--- config.mk ---
export PLATFORM = sky130hd
export DESIGN_NAME = debug_snapshot_streamer_flat
export DESIGN_NICKNAME = d
export VERILOG_FILES = /design/src/rtl/debug_snapshot_streamer_if.sv /design/src/rtl/debug_snapshot_streamer.sv /design/src/flat_wrapper.sv
export SDC_FILE = /design/constraint.sdc
export NUM_CORES = 1
export LEC_CHECK = 0
export ABC_CLOCK_PERIOD_IN_PS = 3500
export CAP_MARGIN = 20
export CORE_MARGIN = 2
export CORE_UTILIZATION = 50
export DETAILED_ROUTE_END_ITERATION = 6
export MAX_ROUTING_LAYER = met4
export PLACE_DENSITY = 0.76
export SYNTH_ARGS = -nofsm -noshare
export SYNTH_HDL_FRONTEND = slang
export SYNTH_SLANG_ARGS = --single-unit
--- constraint.sdc ---
create_clock -name clk -period 3.5 [get_ports clk]
set_input_delay 0.35 -clock clk [delete_from_list [all_inputs] [get_ports clk]]
set_output_delay 0.35 -clock clk [all_outputs]
set_load 0.05 [all_outputs]
--- src/rtl/debug_snapshot_streamer_if.sv ---
// Snapshot request/TX byte bundle between the debug controller (master) and the streamer (slave).
// Carries capture inputs, UART TX valid/ready byte handshake and status flags.
interface debug_snapshot_streamer_if #(
  parameter int NUM_WORDS  = 8,
  parameter int WORD_WIDTH = 32
);
  logic                            snap_req;
  logic [NUM_WORDS*WORD_WIDTH-1:0] snap_data;
  logic [NUM_WORDS-1:0]            word_mask;
  logic                            clr_overrun;
  logic                            tx_ready;
  logic                            tx_valid;
  logic [7:0]                      tx_byte;
  logic                            busy;
  logic                            done;
  logic                            overrun;

  modport master (
    output snap_req, snap_data, word_mask, clr_overrun, tx_ready,
    input  tx_valid, tx_byte, busy, done, overrun
  );

  modport slave (
    input  snap_req, snap_data, word_mask, clr_overrun, tx_ready,
    output tx_valid, tx_byte, busy, done, overrun
  );
endinterface

--- src/rtl/debug_snapshot_streamer.sv ---
// Captures NUM_WORDS latch words on snap_req and streams HDR,CNT,{IDX,DATA..},CHK; header valid 1 cycle after request.
// tx_byte holds while tx_valid && !tx_ready; requests while busy or on the done cycle are dropped and flag overrun.
module debug_snapshot_streamer #(
  parameter int          NUM_WORDS   = 8,
  parameter int          WORD_WIDTH  = 32,
  parameter int          BYTE_ORDER  = 0,
  parameter logic [7:0]  HEADER_BYTE = 8'hA5
) (
  input  logic                       clk,
  input  logic                       reset,
  debug_snapshot_streamer_if.slave   bus
);

  localparam int         BPW       = (WORD_WIDTH + 7) / 8;
  localparam int         WEXT      = BPW * 8;
  localparam int         DW        = NUM_WORDS * WORD_WIDTH;
  localparam logic [15:0] LAST_BYTE = 16'(BPW - 1);

  typedef enum logic [2:0] {S_IDLE, S_HDR, S_CNT, S_IDX, S_DATA, S_CHK} state_t;

  state_t               state_q, state_d;
  logic [DW-1:0]        shadow_data_q, shadow_data_d;
  logic [NUM_WORDS-1:0] shadow_mask_q, shadow_mask_d;
  logic [7:0]           cnt_q, cnt_d;
  logic [7:0]           rem_q, rem_d;
  logic [7:0]           idx_q, idx_d;
  logic [7:0]           scan_q, scan_d;
  logic [15:0]          byte_cnt_q, byte_cnt_d;
  logic [7:0]           chk_q, chk_d;
  logic                 tx_valid_q, tx_valid_d;
  logic [7:0]           tx_byte_q, tx_byte_d;
  logic                 busy_q, busy_d;
  logic                 done_q, done_d;
  logic                 overrun_q, overrun_d;

  logic [7:0]           req_cnt;
  logic [WORD_WIDTH-1:0] word_sel;
  logic [WEXT-1:0]      word_ext;
  logic                 mask_hit;
  logic                 accept;
  logic [7:0]           first_b;
  logic [7:0]           next_b;

  function automatic logic [7:0] byte_of(input logic [WEXT-1:0] w, input logic [15:0] k);
    int sel;
    sel = (BYTE_ORDER == 0) ? int'(k) : (BPW - 1 - int'(k));
    return 8'(w >> (sel * 8));
  endfunction

  always_comb begin
    req_cnt = '0;
    for (int i = 0; i < NUM_WORDS; i++) begin
      req_cnt = req_cnt + 8'(bus.word_mask[i]);
    end
  end

  assign word_sel = WORD_WIDTH'(shadow_data_q >> (idx_q * WORD_WIDTH));
  assign word_ext = WEXT'(word_sel);
  assign mask_hit = 1'(shadow_mask_q >> scan_q);
  assign accept   = tx_valid_q && bus.tx_ready;
  assign first_b  = byte_of(word_ext, 16'd0);
  assign next_b   = byte_of(word_ext, byte_cnt_q + 16'd1);

  always_comb begin
    state_d       = state_q;
    shadow_data_d = shadow_data_q;
    shadow_mask_d = shadow_mask_q;
    cnt_d         = cnt_q;
    rem_d         = rem_q;
    idx_d         = idx_q;
    scan_d        = scan_q;
    byte_cnt_d    = byte_cnt_q;
    chk_d         = chk_q;
    tx_valid_d    = tx_valid_q;
    tx_byte_d     = tx_byte_q;
    busy_d        = busy_q;
    done_d        = 1'b0;

    // The done cycle still counts as occupied so a back-to-back request is rejected.
    if (bus.snap_req && (busy_q || done_q)) begin
      overrun_d = 1'b1;
    end else if (bus.clr_overrun) begin
      overrun_d = 1'b0;
    end else begin
      overrun_d = overrun_q;
    end

    unique case (state_q)
      S_IDLE: begin
        if (bus.snap_req && !done_q) begin
          shadow_data_d = bus.snap_data;
          shadow_mask_d = bus.word_mask;
          cnt_d         = req_cnt;
          rem_d         = req_cnt;
          chk_d         = 8'h00;
          tx_valid_d    = 1'b1;
          tx_byte_d     = HEADER_BYTE;
          busy_d        = 1'b1;
          state_d       = S_HDR;
        end
      end
      S_HDR: begin
        if (accept) begin
          tx_byte_d = cnt_q;
          chk_d     = cnt_q;
          state_d   = S_CNT;
        end
      end
      S_CNT: begin
        if (accept) begin
          if (rem_q == 8'd0) begin
            tx_byte_d = chk_q;
            state_d   = S_CHK;
          end else begin
            tx_valid_d = 1'b0;
            scan_d     = 8'd0;
            state_d    = S_IDX;
          end
        end
      end
      S_IDX: begin
        // tx_valid low means still scanning; one mask bit examined per cycle.
        if (!tx_valid_q) begin
          if (mask_hit) begin
            tx_valid_d = 1'b1;
            tx_byte_d  = scan_q;
            idx_d      = scan_q;
            chk_d      = chk_q ^ scan_q;
            rem_d      = rem_q - 8'd1;
          end else begin
            scan_d = scan_q + 8'd1;
          end
        end else if (accept) begin
          byte_cnt_d = 16'd0;
          tx_byte_d  = first_b;
          chk_d      = chk_q ^ first_b;
          state_d    = S_DATA;
        end
      end
      S_DATA: begin
        if (accept) begin
          if (byte_cnt_q != LAST_BYTE) begin
            byte_cnt_d = byte_cnt_q + 16'd1;
            tx_byte_d  = next_b;
            chk_d      = chk_q ^ next_b;
          end else if (rem_q != 8'd0) begin
            tx_valid_d = 1'b0;
            scan_d     = idx_q + 8'd1;
            state_d    = S_IDX;
          end else begin
            tx_byte_d = chk_q;
            state_d   = S_CHK;
          end
        end
      end
      S_CHK: begin
        if (accept) begin
          tx_valid_d = 1'b0;
          done_d     = 1'b1;
          busy_d     = 1'b0;
          state_d    = S_IDLE;
        end
      end
      default: state_d = S_IDLE;
    endcase
  end

  always_ff @(posedge clk or negedge reset) begin
    if (!reset) begin
      state_q       <= S_IDLE;
      shadow_data_q <= '0;
      shadow_mask_q <= '0;
      cnt_q         <= '0;
      rem_q         <= '0;
      idx_q         <= '0;
      scan_q        <= '0;
      byte_cnt_q    <= '0;
      chk_q         <= '0;
      tx_valid_q    <= 1'b0;
      tx_byte_q     <= '0;
      busy_q        <= 1'b0;
      done_q        <= 1'b0;
      overrun_q     <= 1'b0;
    end else begin
      state_q       <= state_d;
      shadow_data_q <= shadow_data_d;
      shadow_mask_q <= shadow_mask_d;
      cnt_q         <= cnt_d;
      rem_q         <= rem_d;
      idx_q         <= idx_d;
      scan_q        <= scan_d;
      byte_cnt_q    <= byte_cnt_d;
      chk_q         <= chk_d;
      tx_valid_q    <= tx_valid_d;
      tx_byte_q     <= tx_byte_d;
      busy_q        <= busy_d;
      done_q        <= done_d;
      overrun_q     <= overrun_d;
    end
  end

  assign bus.tx_valid = tx_valid_q;
  assign bus.tx_byte  = tx_byte_q;
  assign bus.busy     = busy_q;
  assign bus.done     = done_q;
  assign bus.overrun  = overrun_q;

endmodule

--- src/flat_wrapper.sv ---
// flat-port wrapper written by rule: the top's interface ports become plain ports
module debug_snapshot_streamer_flat 
#(
  parameter int          NUM_WORDS   = 8,
  parameter int          WORD_WIDTH  = 32,
  parameter int          BYTE_ORDER  = 0,
  parameter logic [7:0]  HEADER_BYTE = 8'hA5
)
  (clk, reset, bus_snap_req, bus_snap_data, bus_word_mask, bus_clr_overrun, bus_tx_ready, bus_tx_valid, bus_tx_byte, bus_busy, bus_done, bus_overrun);
  debug_snapshot_streamer_if #(.NUM_WORDS(NUM_WORDS), .WORD_WIDTH(WORD_WIDTH)) bus_i ();
  input  logic clk;
  input  logic reset;
  input wire logic [$bits(bus_i.snap_req)-1:0] bus_snap_req;
  input wire logic [$bits(bus_i.snap_data)-1:0] bus_snap_data;
  input wire logic [$bits(bus_i.word_mask)-1:0] bus_word_mask;
  input wire logic [$bits(bus_i.clr_overrun)-1:0] bus_clr_overrun;
  input wire logic [$bits(bus_i.tx_ready)-1:0] bus_tx_ready;
  output wire logic [$bits(bus_i.tx_valid)-1:0] bus_tx_valid;
  output wire logic [$bits(bus_i.tx_byte)-1:0] bus_tx_byte;
  output wire logic [$bits(bus_i.busy)-1:0] bus_busy;
  output wire logic [$bits(bus_i.done)-1:0] bus_done;
  output wire logic [$bits(bus_i.overrun)-1:0] bus_overrun;
  assign bus_i.snap_req = bus_snap_req;
  assign bus_i.snap_data = bus_snap_data;
  assign bus_i.word_mask = bus_word_mask;
  assign bus_i.clr_overrun = bus_clr_overrun;
  assign bus_i.tx_ready = bus_tx_ready;
  assign bus_tx_valid = bus_i.tx_valid;
  assign bus_tx_byte = bus_i.tx_byte;
  assign bus_busy = bus_i.busy;
  assign bus_done = bus_i.done;
  assign bus_overrun = bus_i.overrun;
  debug_snapshot_streamer #(.NUM_WORDS(NUM_WORDS), .WORD_WIDTH(WORD_WIDTH), .BYTE_ORDER(BYTE_ORDER), .HEADER_BYTE(HEADER_BYTE)) u_core (.clk(clk), .reset(reset), .bus(bus_i));
endmodule
==> summary.md, run 1 <==
| Metric | Value |
|---|---|
| Synth Flop Type | dfrtp_1 |
| Clock latency on the worst-skew pair | 0.53 ns |
| Fraction of layout cells with a size suffix above 1 | 0.0965 |
| Routability Congestion | 0.899 |
| GR Layer Usage met2 | 0.455 |
| Root buffer cell | clkbuf_16 |
| # hold bufs at CTS | 1 |
| Slew HR | 0.348 |
| Storage cell area | 0.00829 mm2 |
| Synth cell types | 76 |
| Outcome | completed |
| WL final | 47.4 mm |
| Area taken by multi-input logic gates | 0.00766 mm2 |
| Placed Cells | 2,468 |
| CTS buffer count | 37 |
| Starting density of the core | 0.508 |
| Max-slew violation count | 0 |
| RSZ-0062 raised after global routing | no |
| CP Class | register to register |
| Critical Path Source Type | register |
| Critical Path Fanout Max | 15 |
| Vias post-DR | 14,202 |
| Post-synthesis cell area | 0.0165 mm2 |
| Placed cell area | 0.0198 mm2 |
| GRT Total Usage | 0.286 |
| IO buf count | 280 |
| TritonRoute pass-1 iters | 5 |
| Final setup violation count | 0 |
| Syn avg cell area | 9.08 um2 |
| Crit. End Element | register |
| Post-synth EDFFs | 0 |
| H-tree depth | 2 |
| Syn_nets | 2,101 |
| Top Usage Layer GRT | met2 |
| FP Rows | 66 |
| Post-synth top area cell | dfrtp_1 |
| Routed WL per cell | 18.7 um |
| Leakage | 0.00994 uW |
| Data required, critical path | 3.95 ns |
| Iter 0 DRT Violations | 1,229 |
| Worst Tran Pin Value | 0.975 ns |
| Post-synthesis sequential area ratio | 0.501 |
| Setup Buffers After CTS | 0 |
| Total Neg Setup Slack | 0 ns |
| DRC Markers | 0 |
| Tcrit/Tclk final | 0.882 |
| Async SR Flop Fraction | 1.00 |
| Avg Vias per Cell | 5.59 |
| Die height | 186 um |
| Detailed Place HPWL | 33.7 mm |
| Final-layout fill cell count | 2,649 |
| Critical Path AT | 3.54 ns |
| Die ar. | 0.0345 mm2 |
| I/O pins | 281 |
| Initial antenna violation count | 3 |
| GRT Residual Overflow | 0 |
| GR Layer Usage met3 | 0.0446 |
| Post-layout net count | 2,346 |
| Synth Area in XOR/XNOR | 0.00954 |
| Final Critical Period | 3.09 ns |
| Compound-Gate Fraction of Synth Area | 0.0777 |
| Worst hold path class | primary input to register |
| Core box area | 0.0325 mm2 |
| Pwr/cell area | 828 mW/mm2 |
| Synth top area share | 0.501 |
| Largest net degree at the start of global routing | 166 |
| Most instantiated cells after synthesis | 839 x nand2_1, 331 x dfrtp_1, 83 x clkbuf_1 |
| Met1 global-route usage | 0.381 |
| Top-count cell post-synth | nand2_1 |
| Skew final | 0.0209 ns |
| Clk slew on worst S/H paths | 0.06 ns |
| Area grow syn2layout | 27.8% |
| Adder-Cell Fraction of Synth Area | 0.0101 |
| Fin cells | 2,539 |
| Main combinational cell family by area after synthesis | simple AND/OR/NAND/NOR gates |
| Hold Crit Depth | 3 |
| Post-detailed-route count of antenna-violating nets | 0 |
| Mux share of post-synthesis cell area | 0.111 |
| Vias in the first global route | 14,039 |
| First-pass GRT wire length | 74.4 mm |
| Final Hold Vio Count | 0 |
| Synth warn | 0 |
| Top cells by area, synth | dfrtp_1 50%, nand2_1 19%, mux4_2 8.9% |
| Die X | 186 um |
| Post-CTS sizing | 0 |
| TritonCTS clock tree | yes |
| Fmax | 0.324 GHz |
| VDD IR max | 471 uV |
| Final hold slack | 0.344 ns |
| Reg2reg path depth | 9 |
| Yosys reg bits | 331 |
| Mapped Cells | 1,821 |
| Max Cap Viol | 0 |
| Max Root-Sink Buffers | 3 |
| Design area | 0.0211 mm2 |
| Simple-Gate Fraction of Synth Area | 0.254 |
| Final Power | 17,500 uW |
| Sink Count | 331 |
==> registers in the layout, indices dropped and copies added, names as in the netlist, 8 cells and up <==
signal	count
u_core.bus.tx_byte	8
u_core.byte_cnt_q	16
u_core.chk_q	8
u_core.idx_q	8
u_core.rem_q	8
u_core.scan_q	8
u_core.shadow_data_q	256
u_core.shadow_mask_q	8
==> where the power goes <==
group	internal (uW)	leakage (uW)	switching (uW)	total, uW
registers	5470	0.00418	1110	6570
logic	2940	0.00514	3920	6860
clock network	2440	0.000619	1620	4060
==> cells in the final DEF, fill, tap and decap left out, drive strengths merged, types with 15 or more instances in the layout <==
cell           count
a21oi             32
a31oi             15
buf               42
clkbuf            53
clkdlybuf4s50    279
dfrtp            331
inv               29
mux2i             24
mux4              65
nand2            839
nand3             30
nor2              45
nor3              15
o21ai             70
==> final timing paths <==
kind,start,to,slack [ns]
setup reg to reg,u_core.state_q[2],u_core.scan_q[6],0.41
setup / recovery,u_core.state_q[2],u_core.scan_q[6],0.41
hold / removal,bus_snap_data[100],u_core.shadow_data_q[100],0.34
hold reg to reg,u_core.shadow_data_q[199],u_core.shadow_data_q[199],0.47
min in group asynchronous,reset,u_core.shadow_data_q[24],0.37
max in group asynchronous,reset,u_core.shadow_data_q[230],2.12
==> worst max-delay path: stages (launching register included) <==
cell,delay (ns)
dfrtp_1,0.63
or3b_2,0.63
mux2i_1,0.21
inv_1,0.11
ha_1,0.21
a21boi_0,0.52
nand2_1,0.20
xor2_1,0.18
o32a_1,0.18
o22ai_1,0.14
==> per-layer routing <==
metal,share of wire,vias up
met4,0.030,0
met5,0,-
met3,0.071,103
met1,0.41,6947
met2,0.49,573
li1,-,6579
==> layout make-up <==
class,count,share of cell area
well taps,442,0.0262
repair buffers,322,0.153
clock inverters,14,0.00989
diodes,3,0.000355
clock buffers,53,0.0505
inverters,29,0.00515
flip-flops and latches,331,0.393
multi-input cells,1345,0.363
==> per-stage QoR <==
stage	utilization	setup WS [ns]
after floorplan	-	0.748
after CTS	0.649	0.489
final	0.649	0.414
after detailed placement	0.609	0.176
after global placement	0.609	0.211
after global routing	0.649	0.211
==> kinds of logic after synthesis <==
family,after synthesis
DFF,331
and+or+nand+nor,1021
xor gates and xnor gates,18
adders and majority gates,11
buffers and inverters,145
AOI/OAI and AO/OA,194
muxes,101
Power figures use the tool's default switching activity.
==> inputs of run 2 (changes only) <==
--- a/config.mk
+++ b/config.mk
@@ -12,6 +12,7 @@
 export DETAILED_ROUTE_END_ITERATION = 6
 export MAX_ROUTING_LAYER = met4
 export PLACE_DENSITY = 0.76
+export SETUP_SLACK_MARGIN = 0.2
 export SYNTH_ARGS = -nofsm -noshare
 export SYNTH_HDL_FRONTEND = slang
 export SYNTH_SLANG_ARGS = --single-unit
==> results of run 2 <==
Same layout as run 1: the final DEF is identical, and so are final timing and power.
